`src/rtl/sidi_audio_pkg.sv`:
```
// Shared definitions for the sigma-delta audio output stage.
//   DefaultDw         default PCM sample width
//   MaxDw             widest sample the helper function handles (DW must stay below this)
//   MidScale          offset-binary midscale for the default width
//   sample_t / step_t signed sample and signed DW+1 ramp step at the default width
//   to_offset_binary  flips the sign bit of a w-bit two's complement sample
package sidi_audio_pkg;

   localparam int unsigned DefaultDw = 16;
   localparam int unsigned MaxDw     = 32;

   localparam logic [DefaultDw-1:0] MidScale = DefaultDw'(1) << (DefaultDw - 1);

   typedef logic signed [DefaultDw-1:0] sample_t;
   typedef logic signed [DefaultDw:0]   step_t;

   // Two's complement to offset-binary: 0x8000 -> 0, 0x0000 -> 0x8000, 0x7FFF -> 0xFFFF.
   // Bits above w-1 are left as they came in; callers keep only the low w bits.
   function automatic logic [MaxDw-1:0] to_offset_binary(input logic [MaxDw-1:0] s,
                                                          input int unsigned     w);
      return s ^ (MaxDw'(1) << (w - 1));
   endfunction

endpackage

```
`src/rtl/sidi_sdm_chan.sv`:
```
// One audio channel: sample capture, linear ramp toward the captured target,
// offset-binary conversion and a first-order sigma-delta modulator.
//   clk, reset_n  clock and asynchronous active-low reset
//   tick          modulator/interpolator enable
//   pcm           signed sample, captured when pcm_valid is high
//   pcm_valid     one-clock capture strobe
//   mute          level; forces the target to 0, edges re-trigger a ramp
//   audio         registered 1-bit sigma-delta output
//   ramp_active   ramp counter is nonzero
module sidi_sdm_chan
   import sidi_audio_pkg::*;
#(
   parameter int unsigned DW         = DefaultDw,
   parameter int unsigned RAMP_SHIFT = 4
) (
   input  logic                 clk,
   input  logic                 reset_n,
   input  logic                 tick,
   input  logic signed [DW-1:0] pcm,
   input  logic                 pcm_valid,
   input  logic                 mute,
   output logic                 audio,
   output logic                 ramp_active
);

   localparam int unsigned     CntW    = RAMP_SHIFT + 1;
   localparam logic [CntW-1:0] RampLen = CntW'(1) << RAMP_SHIFT;

   logic signed [DW-1:0] target_q, target_d;
   logic signed [DW-1:0] cur_q, cur_d;
   logic signed [DW-1:0] held_q, held_d;
   logic signed [DW:0]   step_q, step_d;
   logic [CntW-1:0]      ramp_cnt_q, ramp_cnt_d;
   logic [DW-1:0]        acc_q, acc_d;
   logic                 audio_q, audio_d;
   logic                 mute_q;

   logic                 capture;
   logic signed [DW-1:0] new_target;
   logic signed [DW:0]   diff;
   logic [DW:0]          ramp_sum;
   logic [MaxDw-1:0]     u_wide;
   logic [DW-1:0]        u;
   logic [DW:0]          sum;
   logic                 unused_bits;

   always_comb begin
      // A mute edge re-captures the last sample so the output ramps instead of clicking.
      capture    = pcm_valid | (mute ^ mute_q);
      held_d     = pcm_valid ? pcm : held_q;
      new_target = mute ? '0 : held_d;
      diff       = {new_target[DW-1], new_target} - {cur_q[DW-1], cur_q};
      ramp_sum   = {cur_q[DW-1], cur_q} + step_q;

      target_d   = target_q;
      step_d     = step_q;
      ramp_cnt_d = ramp_cnt_q;
      cur_d      = cur_q;

      if (capture) begin
         target_d   = new_target;
         step_d     = diff >>> RAMP_SHIFT;
         ramp_cnt_d = RampLen;
      end else if (tick) begin
         if (ramp_cnt_q > CntW'(1)) begin
            cur_d      = ramp_sum[DW-1:0];
            ramp_cnt_d = ramp_cnt_q - CntW'(1);
         end else if (ramp_cnt_q == CntW'(1)) begin
            // Final step snaps to the target, absorbing the step truncation error.
            cur_d      = target_q;
            ramp_cnt_d = '0;
         end
      end

      u_wide  = to_offset_binary(MaxDw'(cur_q), DW);
      u       = u_wide[DW-1:0];
      sum     = {1'b0, acc_q} + {1'b0, u};
      acc_d   = tick ? sum[DW-1:0] : acc_q;
      audio_d = tick ? sum[DW] : audio_q;
   end

   assign unused_bits = ^{u_wide[MaxDw-1:DW], ramp_sum[DW]};

   always_ff @(posedge clk or negedge reset_n) begin
      if (!reset_n) begin
         target_q   <= '0;
         cur_q      <= '0;
         held_q     <= '0;
         step_q     <= '0;
         ramp_cnt_q <= '0;
         acc_q      <= '0;
         audio_q    <= 1'b0;
         mute_q     <= 1'b0;
      end else begin
         target_q   <= target_d;
         cur_q      <= cur_d;
         held_q     <= held_d;
         step_q     <= step_d;
         ramp_cnt_q <= ramp_cnt_d;
         acc_q      <= acc_d;
         audio_q    <= audio_d;
         mute_q     <= mute;
      end
   end

   assign audio       = audio_q;
   assign ramp_active = |ramp_cnt_q;

endmodule

```
`src/rtl/sidi_audio_sdm.sv`:
```
// Stereo audio output stage: tick divider plus two sigma-delta channels.
//   clk, reset_n      clock and asynchronous active-low reset
//   pcm_l, pcm_r      signed stereo samples, captured on pcm_valid
//   pcm_valid         one-clock capture strobe
//   mute              level; ramps both channels to midscale while high
//   audio_l, audio_r  1-bit sigma-delta pin outputs
//   busy              either channel is still ramping
module sidi_audio_sdm
   import sidi_audio_pkg::*;
#(
   parameter int unsigned DW         = DefaultDw,
   parameter int unsigned CE_DIV     = 1,
   parameter int unsigned RAMP_SHIFT = 4
) (
   input  logic                 clk,
   input  logic                 reset_n,
   input  logic signed [DW-1:0] pcm_l,
   input  logic signed [DW-1:0] pcm_r,
   input  logic                 pcm_valid,
   input  logic                 mute,
   output logic                 audio_l,
   output logic                 audio_r,
   output logic                 busy
);

   localparam int unsigned DivW = (CE_DIV > 1) ? $clog2(CE_DIV) : 1;

   logic [DivW-1:0] div_cnt_q, div_cnt_d;
   logic            tick;
   logic            ramp_l, ramp_r;

   // With CE_DIV == 1 the counter sits at 0 and tick is permanently high.
   always_comb begin
      tick      = (div_cnt_q == DivW'(CE_DIV - 1));
      div_cnt_d = tick ? '0 : div_cnt_q + DivW'(1);
   end

   always_ff @(posedge clk or negedge reset_n) begin
      if (!reset_n) begin
         div_cnt_q <= '0;
      end else begin
         div_cnt_q <= div_cnt_d;
      end
   end

   sidi_sdm_chan #(
      .DW         (DW),
      .RAMP_SHIFT (RAMP_SHIFT)
   ) u_chan_l (
      .clk         (clk),
      .reset_n     (reset_n),
      .tick        (tick),
      .pcm         (pcm_l),
      .pcm_valid   (pcm_valid),
      .mute        (mute),
      .audio       (audio_l),
      .ramp_active (ramp_l)
   );

   sidi_sdm_chan #(
      .DW         (DW),
      .RAMP_SHIFT (RAMP_SHIFT)
   ) u_chan_r (
      .clk         (clk),
      .reset_n     (reset_n),
      .tick        (tick),
      .pcm         (pcm_r),
      .pcm_valid   (pcm_valid),
      .mute        (mute),
      .audio       (audio_r),
      .ramp_active (ramp_r)
   );

   assign busy = ramp_l | ramp_r;

endmodule

```
`config.mk`:
```
export PLATFORM = sky130hd
export DESIGN_NAME = sidi_audio_sdm
export DESIGN_NICKNAME = d
export VERILOG_FILES = /design/src/rtl/sidi_audio_pkg.sv /design/src/rtl/sidi_sdm_chan.sv /design/src/rtl/sidi_audio_sdm.sv
export SDC_FILE = /design/constraint.sdc
export NUM_CORES = 1
export LEC_CHECK = 0
export ABC_CLOCK_PERIOD_IN_PS = 2500
export BUFFER_PORTS_ARGS = -buffer_cell sky130_fd_sc_hd__buf_2
export CAP_MARGIN = 20
export CORE_UTILIZATION = 53
export DETAILED_ROUTE_END_ITERATION = 10
export PLACE_DENSITY_LB_ADDON = 0.3
export SYNTH_ARGS = -nofsm -noshare
export SYNTH_HDL_FRONTEND = slang
export SYNTH_SLANG_ARGS = --single-unit
```
`constraint.sdc`:
```
create_clock -name clk -period 2.5 [get_ports clk]
set_input_delay 0.125 -clock clk [delete_from_list [all_inputs] [get_ports clk]]
set_output_delay 0.125 -clock clk [all_outputs]
set_load 0.005 [all_outputs]
```
# After elaboration in Yosys (flattened, before gate mapping)
# Index checks and enable logic that the tools add are counted.
totals:
  in_bits: 36
  reg_bits: 168
  out_inout_bits: 3
classes:
  bitwise_logic: 7
  n_mux: 17
  eq_ne: 3
  addsub: 9
  order_cmp: 2
  reduce_logical: 10
op_table:
  columns: ["cell", "n"]
  rows:
  - ["$mux 16", 8]
  - ["$mux 5", 8]
  - ["$add 16x16->17", 2]
  - ["$sub 16x16->17", 2]
  - ["$add 16x13->16", 2]
  - ["$eq 5x1->1 const B", 2]
  - ["$gt 5x1->1 const B", 2]
  - ["$reduce_or 5->1", 2]
  - ["$sub 5x1->5 const B", 2]
  - ["$reduce_and 3->1", 2]
  - ["$reduce_bool 3->1", 2]
  - ["$not 1->1", 4]
  - ["$reduce_and 2->1", 2]
  - ["$reduce_bool 2->1", 2]
  - ["$ne 2x1->1 const B", 1]
  - ["$or 1x1->1", 2]
  - ["$add 1x1->1 const B", 1]
  - ["$mux 1", 1]
  - ["$xor 1x1->1", 1]

# Depth between registers and ports, before layout
# Gate-level depths: netlist of run 1.
depth:
  ltp_word: 5
  mapped_depth: 14
  mapped_depth_nobuf: 12

# Cells and area by module
# A second synthesis of run 1 with hierarchy kept.
hier_totals:
  hier_cells: 1215
  area_unflattened_um2: 10966.8
modules_own_cells:
  columns: ["module", "cells_each", "area_each_um2", "n_inst"]
  rows:
  - ["sidi_sdm_chan (u_chan_l)", 612, 5540.3, 1]
  - ["sidi_sdm_chan (u_chan_r)", 601, 5416.4, 1]
  - ["sidi_audio_sdm", 2, 10.0, 1]

# Least setup slack after synthesis of run 1
# OpenSTA, ideal clock, no wires.
synth_path:
  kind: "input -> register"
  from: "in pcm_valid"
  to: "reg u_chan_l.step_q[9]"
  arrival_ns: 2.748
  n_path_buf: 2
  path_stages: 14
  t_required_ns: 2.369
  setup_time_ns: 0.131
  setup_slack_ns: -0.378
  path_cell_list: "buf_6 clkbuf_1 mux2_2 nor2b_1 ha_1 a21o_1 a21oi_1 nor2b_1 nor2_1 a21oi_2 or3_4 a21oi_2 xor2_1 o21ai_1"
synth_between:
  elab_chain_cells: 3
  word_cells_on_any_way: 4
synth_lines:
  columns: ["element", "line", "source"]
  rows:
  - ["start, declared", "sidi_audio_sdm.sv:19", "input logic pcm_valid,"]
  - ["$mux 16", "sidi_sdm_chan.sv:50", "held_d = pcm_valid ? pcm : held_q;"]
  - ["net u_chan_l.held_d[6]", "sidi_sdm_chan.sv:31", "logic signed [DW-1:0] held_q, held_d;"]
  - ["$mux 16", "sidi_sdm_chan.sv:51", "new_target = mute ? '0 : held_d;"]
  - ["net u_chan_l.new_target[6]", "sidi_sdm_chan.sv:39", "logic signed [DW-1:0] new_target;"]
  - ["$sub 16x16->17", "sidi_sdm_chan.sv:52", "diff = {new_target[DW-1], new_target} - {cur_q[DW-1], cur_q};"]
  - ["end signal, assigned", "sidi_sdm_chan.sv:98", "step_q <= step_d;"]
  - ["end, declared", "sidi_sdm_chan.sv:32", "logic signed [DW:0] step_q, step_d;"]
# The timed path passes the listed nets, and every way through them passes these cells.
# A chain may end at the register's enable or synchronous reset.

# Worst setup path in the final report of run 1
layout_path:
  from: "reg u_chan_l.held_q[7]"
  to: "reg u_chan_l.step_q[9]"
layout_between:
  elab_chain_cells: 3
layout_lines:
  columns: ["element", "line", "source"]
  rows:
  - ["start, declared", "sidi_sdm_chan.sv:31", null]
  - ["start signal, assigned", "sidi_sdm_chan.sv:97", "held_q <= held_d;"]
  - ["$mux 16", "sidi_sdm_chan.sv:50", null]
  - ["net u_chan_l.held_d[7]", "sidi_sdm_chan.sv:31", null]
  - ["$mux 16", "sidi_sdm_chan.sv:51", null]
  - ["net u_chan_l.new_target[7]", "sidi_sdm_chan.sv:39", null]
  - ["$sub 16x16->17", "sidi_sdm_chan.sv:52", null]
# The timed path passes the listed nets, and every way through them passes these cells.

==> run summary, run 1 <==
DP Area -> 0.0113 mm²
Initial cell density of the core -> 0.543
CP Data Arrival Time -> 2.87 ns
Slowest CP cell -> or3_4
Post-DP HPWL -> 16600 µm
Worst Setup Slack, final -> -0.0577 ns
Netlist cell types -> 69
N_diodes -> 0
Share of cells above drive strength 1 -> 0.263
Leakage -> 0.00609 µW
All-Layer GR Usage -> 0.260
Clk root buf -> clkbuf_16
Bufs and invs on worst path -> 1
Filler instances -> 1335
DR DRC count -> 0
Ys flop type -> dfrtp_1
Ys async rst share -> 1.00
Max clock buf depth -> 2
Pre-CTS WS -> -0.223 ns
CP startpoint kind -> register
Synthesis-to-layout area growth -> 27.5%
Final Util -> 0.692
Max_slew headroom -> 0.376
Critical path type -> reg -> reg
Initial antenna violation count -> 0
Final min period -> 2.56 ns
Crit path max fanout -> 4
Reg clk slew, reported paths -> 0.06 ns
Vias in the first global route -> 8358
DRT Pass-1 Iters -> 5
CTS tree -> yes
Worst Clk Skew -> 0.00688 ns
Worst path max stage delay -> 0.38 ns
Top-area cell type share of the netlist area -> 0.412
Placed Cells -> 1415
Hold endpoint -> u_chan_r.held_q[0]
Die Width -> 140 µm
Largest net degree at the start of global routing -> 50
CTS sink count -> 167
Setup TNS -> -0.175 ns
Nets -> 1399
Port bufs -> 38
FMAX -> 391 MHz
Synth Area per Inst -> 9.41 µm²
Post-Syn Area -> 0.0101 mm²
Core footprint -> 0.0187 mm²
CP endpoint kind -> register
RSZ-0062 raised after global routing -> yes
Critical Path RT -> 2.81 ns
Reg-to-Reg Start -> u_chan_l.held_q[7]
Initial DRC Count -> 555
Failing checks -> setup timing
CTS Buf Count -> 17
Post-DRT Antenna Nets -> 0
Maximum capacitance violations -> 0
Via-per-instance ratio -> 5.61
Commonest non-fill, non-tap cell in the layout -> dfrtp_1
Syn nets -> 1214
Sequential area share after synthesis -> 0.412
Final worst path period share -> 1.02
H-tree lvl count -> 4
Outcome -> finished, violations left
Worst Min Path Start -> pcm_r[0]
PwrDens -> 1510 mW/mm²
Worst Tran Pin Value -> 0.930 ns
Clock latency on the worst-skew pair -> 0.43 ns
Peak VDD IR -> 0.000628 V
Finish-stage setup viols -> 5
CP cell instances -> mux2_2 -> nor2b_1 -> ha_1 -> buf_4 -> nand2_1 -> nor2_1 -> nand3_2 -> a21oi_4 -> or3_4 -> a21oi_2 -> xor2_1 -> o21ai_1
RePlAce Congestion -> 0.953
Die area -> 0.0197 mm²
R2R Setup Slk -> -0.06 ns
WL final -> 25400 µm
Hold Fails Final Rpt -> 0
#FFs+latches synth -> 167
Biggest area consumer among synthesized cells -> dfrtp_1
Delay-heaviest family, CP -> simple AND/OR/NAND/NOR gates
R2r worst-path depth -> 12
# rows -> 50
Commonest non-fill, non-tap cells in the layout -> dfrtp_1, nand2_1, buf_4
Global route overflow -> 0
Hold Path Depth -> 4
Wire per inst -> 16.8 µm
End of the worst register-to-register path -> u_chan_l.step_q[9]
Max-slew violation count -> 0
Mapped Cells -> 1078
I/O pins -> 39
Hold crit path type -> in -> reg
Post-route design area -> 0.0129 mm²
First-pass GRT wire length -> 40600 µm
Synth Warn # -> 0
Finished Layout Cells -> 1509
Number of flops mapped to enable cells by yosys -> 0
Largest cells by area after synthesis -> dfrtp_1, ha_1, nand2_1
Via count -> 8459
Die Y -> 140 µm
-- registers in the layout, indices dropped and copies added, names as in the netlist --
signal and flops:
u_chan_r.cur_q 16, u_chan_l.cur_q 16, u_chan_r.held_q 16, u_chan_l.audio 1
u_chan_l.mute_q 1, u_chan_r.ramp_cnt_q 5, u_chan_l.ramp_cnt_q 5, u_chan_l.acc_q 16
u_chan_l.step_q 13, u_chan_l.held_q 16, u_chan_r.step_q 13, u_chan_r.acc_q 16
u_chan_l.target_q 16, u_chan_r.target_q 16, u_chan_r.audio 1
-- worst register-to-register path: cells and delay by family, from the launching register on --
kind            cells  cell delay, ns
buf+inv             1            0.16
mux                 1            0.28
simple gates        5            0.81
compound gates      3            0.31
fa+ha+maj           1            0.35
xor+xnor            1            0.17
flops               1            0.36
-- worst max-delay path by stage --
stage,start,endpoint,depth (start not counted)
3_3_place_gp,pcm_valid,u_chan_r.step_q[12],12
4_1_cts,u_chan_r.cur_q[1],u_chan_r.cur_q[9],11
3_5_place_dp,pcm_valid,u_chan_r.step_q[12],12
5_1_grt,u_chan_l.held_q[5],u_chan_l.step_q[9],12
6_report,u_chan_l.held_q[7],u_chan_l.step_q[9],12
2_1_floorplan,pcm_valid,u_chan_l.step_q[9],14
-- stage by stage --
stage          hold slack, ns  total power, µW
6_report                0.110            19500
4_1_cts                0.0900            18300
3_5_place_dp           0.0952            14700
3_3_place_gp           0.0900            14400
5_1_grt                 0.117            21000
2_1_floorplan          -0.171            12000
-- cells in the mapped netlist (3+ instances only) --
library cell,n
a211oi_1,6
a21o_1,17
a21oi_1,70
a21oi_2,8
a22oi_1,4
a2bb2oi_1,3
a31oi_1,12
and2_1,6
and3_1,6
buf_1,5
clkbuf_1,23
dfrtp_1,167
fa_1,4
ha_1,96
inv_1,59
mux2_2,31
nand2_1,167
nand2b_1,11
nand3_1,27
nor2_1,73
nor2b_1,43
nor3_1,25
o211ai_1,6
o21a_1,11
o21ai_0,41
o21ai_1,8
o21bai_1,10
o221ai_1,3
o22ai_1,3
o31ai_1,5
o41ai_1,3
or3_1,6
xnor2_1,50
xor2_1,22
-- per-layer routing --
metal | vias up | global-route usage | wire length (µm)
met5 | - | 0 | 0
met4 | 0 | 0.0827 | 524
met3 | 47 | 0.0373 | 766
met2 | 197 | 0.438 | 12500
met1 | 4096 | 0.346 | 11600
li1 | 4119 | - | -
-- cells by family (layout without fill, tap and decap cells) --
logic type / after synthesis / after routing / share of synthesized area
fa+ha+maj: 100 / 100 / 0.126
buf+inv: 88 / 285 / 0.0333
simple gates: 378 / 378 / 0.170
flops: 167 / 167 / 0.412
xor+xnor: 72 / 72 / 0.0621
compound gates: 239 / 239 / 0.159
mux: 34 / 34 / 0.0378
-- final cells by class --
class / instances / area, µm² / area share
clock buffers: 21 / 460 / 0.0356
clock inverters: 10 / 128 / 0.00987
inverters: 59 / 221 / 0.0171
multi-input cells: 823 / 6140 / 0.475
flip-flops and latches: 167 / 4180 / 0.323
well taps: 234 / 293 / 0.0226
repair buffers: 195 / 1520 / 0.117
-- power by group --
group,internal [µW],switching [µW],total [µW]
sequential,3690,635,4330
clock,1610,1080,2690
combinational,6210,6270,12500
-- repair_timing --
action | CTS | global route
cloned | 0 | 0
buffers inserted | 19 | 13
pin swaps | 47 | 62
hold buffers | 32 | 0
resized for setup | 44 | 70
endpoints found under the setup margin | 19 | 39
endpoints found under the hold margin | 76 | 0
Power figures use the tool's default switching activity.
==> run 2, diff against run 1 <==
--- a/config.mk
+++ b/config.mk
@@ -5,10 +5,13 @@
 export SDC_FILE = /design/constraint.sdc
 export NUM_CORES = 1
 export LEC_CHECK = 0
+export ABC_AREA = 1
 export ABC_CLOCK_PERIOD_IN_PS = 2500
 export BUFFER_PORTS_ARGS = -buffer_cell sky130_fd_sc_hd__buf_2
 export CAP_MARGIN = 20
 export CORE_UTILIZATION = 53
+export CTS_BUF_LIST = sky130_fd_sc_hd__clkbuf_4
+export CTS_CLUSTER_SIZE = 24
 export DETAILED_ROUTE_END_ITERATION = 10
 export PLACE_DENSITY_LB_ADDON = 0.3
 export SYNTH_ARGS = -nofsm -noshare
==> run summary, run 2 <==
Worst Setup Slack, final -> 0.160 ns
Peak VDD IR -> 0.000528 V
Internal -> 8170 µW
WL final -> 27600 µm
Most used cell, CP -> nand2_1
Max_slew headroom -> 0.531
Slowest CP cell -> dfrtp_1
Initial cell density of the core -> 0.546
First-pass GRT wire length -> 46400 µm
CP cell instances -> ha_1 -> inv_1 -> fa_1 -> nand3b_1 -> nand2_1 -> a21oi_2 -> o21ai_0 -> nand2_1 -> nand3_1 -> nand3_1 -> nand2_1 -> o21ai_0
Mapped Cells -> 1411
Critical Path RT -> 2.99 ns
Ys async rst share -> 1.00
Count leader, synth -> nand2_1
Share of cells above drive strength 1 -> 0.0705
Post-Syn Area -> 0.0108 mm²
Top-area cell type share of the netlist area -> 0.388
Top cells by count, synth -> nand2_1, dfrtp_1, inv_1
H-tree lvl count -> 4
Clk pwr share -> 0.108
#FFs+latches synth -> 167
CTS sink count -> 167
Gate power share -> 0.618
Hold Path Depth -> 5
Flop pwr share -> 0.274
Final min period -> 2.34 ns
Post-DRT Antenna Nets -> 0
Critical path type -> reg -> reg
# rows -> 51
Hold_ws -> 0.0729 ns
Synth Area per Inst -> 7.63 µm²
Bufs and invs on worst path -> 1
DP Area -> 0.0114 mm²
Finish-stage setup viols -> 0
CP endpoint kind -> register
Hold Fails Final Rpt -> 0
CP Data Arrival Time -> 2.83 ns
I/O pins -> 39
Syn nets -> 1547
Final worst path period share -> 0.936
Crit path depth -> 12
Worst Min Path Start -> pcm_valid
Maximum capacitance violations -> 0
Leakage -> 0.00662 µW
R2R Setup Slk -> 0.16 ns
CTS tree -> yes
Global route overflow -> 0
Post-route design area -> 0.0125 mm²
Vias in the first global route -> 9465
Setup TNS -> 0 ns
Outcome -> finished clean
Hold endpoint -> u_chan_r.held_q[1]
Sw Ratio -> 0.485
Worst Clk Skew -> 0.0370 ns
Largest cells by area after synthesis -> dfrtp_1, nand2_1, ha_1
CP startpoint kind -> register
Commonest non-fill, non-tap cells in the layout -> nand2_1, dfrtp_1, inv_1
Netlist cell types -> 39
Max-slew violation count -> 0
FMAX -> 427 MHz
Delay-heaviest family, CP -> simple AND/OR/NAND/NOR gates
Initial DRC Count -> 655
Switching power -> 7710 µW
Synth Warn # -> 0
Largest net degree at the start of global routing -> 74
Via count -> 9765
Max clock buf depth -> 2
DRT Pass-1 Iters -> 5
Hold crit path type -> in -> reg
Worst path max stage delay -> 0.46 ns
Biggest area consumer among synthesized cells -> dfrtp_1
CTS Buf Count -> 17
DR DRC count -> 0
Post-CTS Setup Bufs -> 0
Reg clk slew, reported paths -> 0.18 ns
Post-DP HPWL -> 19600 µm
Die Y -> 145 µm
Core footprint -> 0.0197 mm²
R2r worst-path depth -> 12
Via-per-instance ratio -> 5.38
Initial antenna violation count -> 1
Pre-CTS WS -> 0.171 ns
Sequential area share after synthesis -> 0.388
Clk root buf -> clkbuf_4
Port bufs -> 38
PwrDens -> 1270 mW/mm²
Reg-to-Reg Start -> u_chan_r.cur_q[0]
Die Width -> 145 µm
RSZ-0062 raised after global routing -> no
Nets -> 1670
Die area -> 0.0209 mm²
All-Layer GR Usage -> 0.289
Number of flops mapped to enable cells by yosys -> 0
Synthesis-to-layout area growth -> 15.9%
End of the worst register-to-register path -> u_chan_r.cur_q[12]
Ys flop type -> dfrtp_1
RePlAce Congestion -> 0.902
Worst Tran Pin Value -> 0.703 ns
Commonest non-fill, non-tap cell in the layout -> nand2_1
Crit path max fanout -> 4
Wire per inst -> 15.2 µm
Clock latency on the worst-skew pair -> 0.60 ns
## run 2: tightest hold or removal path, stage by stage
cell,delay (ns)
buf_2,0.13
inv_4,0.11
buf_12,0.17
nand2_1,0.07
nand2_1,0.05
## run 2: final cells by class
class	instances	area, µm²
Multi-Input combinational cell	1060	5880
Antenna cell	3	7.51
Fill cell	1601	7240
Sequential cell	167	4180
Tap cell	265	332
Inverter	152	573
Clock buffer	17	128
Clock inverter	15	203
Timing Repair Buffer	136	1170
## run 2: how the worst max path moves through the flow
stage,startpoint,to,slack (ns)
3_3_place_gp,pcm_valid,u_chan_r.step_q[11],0.21
2_1_floorplan,pcm_valid,u_chan_r.step_q[11],0.34
3_5_place_dp,u_chan_r.cur_q[0],u_chan_r.cur_q[12],0.17
5_1_grt,u_chan_r.cur_q[0],u_chan_r.cur_q[12],0.01
4_1_cts,u_chan_r.cur_q[0],u_chan_r.cur_q[12],0.18
6_report,u_chan_r.cur_q[0],u_chan_r.cur_q[12],0.16
## run 2: layer usage
| layer | global-route usage | routed length [µm] | share of wire | up-vias |
|---|---|---|---|---|
| met1 | 0.393 | 12700 | 0.46 | 4528 |
| met2 | 0.468 | 12500 | 0.45 | 303 |
| met5 | 0 | 0 | 0 | - |
| met3 | 0.0474 | 1600 | 0.058 | 50 |
| met4 | 0.0975 | 749 | 0.027 | 0 |
| li1 | - | - | - | 4884 |
## run 2: repair_timing
action | 4_1_cts | 5_1_grt
setup endpoints to repair | 0 | 2
hold buffers | 77 | 0
hold endpoints to repair | 145 | 0
resized for setup | 0 | 1
## run 2: stage by stage
step,instances,power [µW],utilization
floorplan,1411,11900,-
CTS,1812,15800,0.633
detailed placement,1703,14000,0.577
global placement,1703,13700,0.577
global route,1814,17600,0.633
finish,1815,15900,0.633
## run 2: logic make-up (layout without fill, tap and decap cells)
group                    after synthesis  after routing  share of synthesized area
AND/OR/NAND/NOR                      630            630                      0.238
AO/OA/AOI/OAI                        268            268                      0.138
buffers and inverters                184            320                     0.0659
flip-flops                           167            167                      0.388
adder cells (fa/ha/maj)              100            100                      0.119
XOR/XNOR                              62             62                     0.0504
other                                  0              3                          0
## run 2: power groups by stage
stage                     sequential (µW)  combinational, µW  clock, µW
final                                4350               9810       1720
after global routing                 4450              11200       1880
after CTS                            4330               9740       1760
after detailed placement             4380               9600          0
after global placement               4370               9330          0
after floorplan                      4120               7740          0
==> run 3, diff against run 2 <==
--- a/config.mk
+++ b/config.mk
@@ -16,4 +16,5 @@
 export PLACE_DENSITY_LB_ADDON = 0.3
 export SYNTH_ARGS = -nofsm -noshare
 export SYNTH_HDL_FRONTEND = slang
+export SYNTH_HIERARCHICAL = 1
 export SYNTH_SLANG_ARGS = --single-unit
==> run summary, run 3 <==
Outcome -> finished clean
Sequential area share after synthesis -> 0.367
Initial DRC Count -> 761
Leakage -> 0.00676 µW
Sw Ratio -> 0.494
CP startpoint kind -> register
Die Width -> 149 µm
Critical Path RT -> 2.99 ns
Commonest non-fill, non-tap cell in the layout -> nand2_1
Largest net degree at the start of global routing -> 53
Synthesis-to-layout area growth -> 12.9%
Ys async rst share -> 1.00
Global route overflow -> 0
Finish-stage setup viols -> 0
DR DRC count -> 0
Initial antenna violation count -> 1
Final worst path period share -> 0.916
Placed Cells -> 1866
Post-Syn Area -> 0.0114 mm²
Crit path max fanout -> 4
Biggest area consumer among synthesized cells -> dfrtp_1
Post-DRT Antenna Nets -> 0
Ys flop type -> dfrtp_1
RSZ-0062 raised after global routing -> no
Via count -> 10600
Clk root buf -> clkbuf_4
Synth Warn # -> 6
Synth Area per Inst -> 7.30 µm²
CP Data Arrival Time -> 2.78 ns
Hold crit path type -> in -> async
Filler instances -> 1878
Nets -> 1811
I/O pins -> 39
All-Layer GR Usage -> 0.268
Clk pwr share -> 0.105
FMAX -> 437 MHz
CTS sink count -> 168
Mapped Cells -> 1568
Hold Fails Final Rpt -> 0
Largest cells by area after synthesis -> dfrtp_1, nand2_1, ha_1
Internal -> 7990 µW
Delay-heaviest family, CP -> simple AND/OR/NAND/NOR gates
#FFs+latches synth -> 168
Crit path depth -> 16
Setup TNS -> 0 ns
Core footprint -> 0.0211 mm²
Most used cell, CP -> nand2_1
Share of cells above drive strength 1 -> 0.0741
Top cells by count, synth -> nand2_1, inv_1, dfrtp_1
Wire per inst -> 14.4 µm
Peak VDD IR -> 0.000437 V
Number of flops mapped to enable cells by yosys -> 0
CP endpoint kind -> register
Worst path max stage delay -> 0.48 ns
Slowest CP cell -> dfrtp_1
Via-per-instance ratio -> 5.37
Maximum capacitance violations -> 0
Switching power -> 7800 µW
Commonest non-fill, non-tap cells in the layout -> nand2_1, inv_1, dfrtp_1
Bufs and invs on worst path -> 2
Worst Tran Pin Value -> 0.745 ns
Vias in the first global route -> 9843
Max clock buf depth -> 2
Critical path type -> reg -> reg
Post-DP HPWL -> 20500 µm
Max_slew headroom -> 0.503
CP cell instances -> ha_1 -> fa_1 -> nand2_1 -> nand2_1 -> nand2_1 -> nand2_1 -> a21oi_2 -> inv_2 -> nand2_1 -> nand2_1 -> nand2_1 -> inv_1 -> nor2_1 -> nand2_1 -> nand3_1 -> nand2_1
Count leader, synth -> nand2_1
CTS Buf Count -> 17
WL final -> 28300 µm
Clock latency on the worst-skew pair -> 0.58 ns
Max-slew violation count -> 0
Reg clk slew, reported paths -> 0.16 ns
Netlist cell types -> 42
H-tree lvl count -> 4
Die Y -> 149 µm
Gate power share -> 0.620
RePlAce Congestion -> 1.01
Top-area cell type share of the netlist area -> 0.367
PwrDens -> 1220 mW/mm²
First-pass GRT wire length -> 47600 µm
Final min period -> 2.29 ns
Initial cell density of the core -> 0.543
CTS tree -> yes
R2r worst-path depth -> 16
Worst Clk Skew -> 0.0250 ns
Flop pwr share -> 0.275
DRT Pass-1 Iters -> 5
Finished Layout Cells -> 1964
# rows -> 53
Port bufs -> 38
Die area -> 0.0222 mm²
-- run 3: changes by cell type after synthesis, moves of 6 or more --
cell,before,now
nand2_1,447,483
nor2_1,70,103
inv_1,148,180
o21ai_0,81,108
xor2_1,33,12
a31oi_1,6,19
a21oi_1,111,122
a21o_1,16,9
buf_2,7,14
nand2_2,5,12
o21bai_1,10,17
inv_2,3,9
-- run 3: final timing paths --
kind / from / to / slack [ns]
max in group asynchronous: reset_n / u_chan_r/step_q[1] / 1.74
max: u_chan_r/cur_q[0] / u_chan_r/acc_q[12] / 0.21
max reg2reg: u_chan_r/cur_q[0] / u_chan_r/acc_q[12] / 0.21
min: reset_n / u_chan_l/acc_q[1] / 0.02
min in group clk: pcm_valid / u_chan_l/held_q[0] / 0.07
min reg2reg: u_chan_r/held_q[8] / u_chan_r/held_q[8] / 0.49
-- run 3: logic make-up after synthesis --
kind of cell / after synthesis / synth area share
flip-flops: 168 / 0.367
other: 1 / 0.000328
buffers and inverters: 229 / 0.0803
AO/OA/AOI/OAI: 320 / 0.155
adder cells (fa/ha/maj): 100 / 0.112
AND/OR/NAND/NOR: 706 / 0.252
XOR/XNOR: 44 / 0.0337
-- run 3: layout make-up --
cell class | count | area, µm² | share of cell area
Multi-Input combinational cell | 1178 | 6350 | 0.491
Sequential cell | 168 | 4210 | 0.325
Timing Repair Buffer | 119 | 1000 | 0.0776
Inverter | 191 | 724 | 0.0561
Tap cell | 275 | 344 | 0.0266
Clock inverter | 14 | 158 | 0.0122
Clock buffer | 18 | 135 | 0.0105
Antenna cell | 1 | 2.50 | 0.000194
-- run 3: power by group through the flow --
stage	logic, µW	registers, µW	clock network, µW
2_1_floorplan	7730	4090	0
3_3_place_gp	9280	4360	0
6_report	9790	4340	1650
3_5_place_dp	9490	4380	0
5_1_grt	11200	4440	1800
4_1_cts	9620	4320	1720
-- run 3: what timing repair did --
item	in CTS	in global routing
buffers inserted	0	1
hold endpoints to repair	231	0
endpoints found under the setup margin	0	1
resized for setup	0	1
hold buffers	64	0
-- run 3: per-stage QoR --
step / util / area (µm²) / setup WS, ns / power (µW) / hold WS [ns]
2_1_floorplan: - / 11500 / 0.455 / 11800 / -0.171
3_3_place_gp: 0.568 / 12000 / 0.240 / 13600 / 0.0855
3_5_place_dp: 0.568 / 12000 / 0.149 / 13900 / 0.0910
4_1_cts: 0.612 / 12900 / 0.202 / 15700 / 0.00436
5_1_grt: 0.613 / 12900 / 0.00180 / 17400 / 0.0297
6_report: 0.613 / 12900 / 0.210 / 15800 / 0.0160
-- run 3: metal layers --
| layer | vias up | GRT usage | routed length [µm] |
|---|---|---|---|
| li1 | 5326 | - | - |
| met1 | 4897 | 0.410 | 14400 |
| met2 | 301 | 0.402 | 12100 |
| met3 | 29 | 0.0309 | 1450 |
| met4 | 0 | 0.0658 | 341 |
| met5 | - | 0 | 0 |
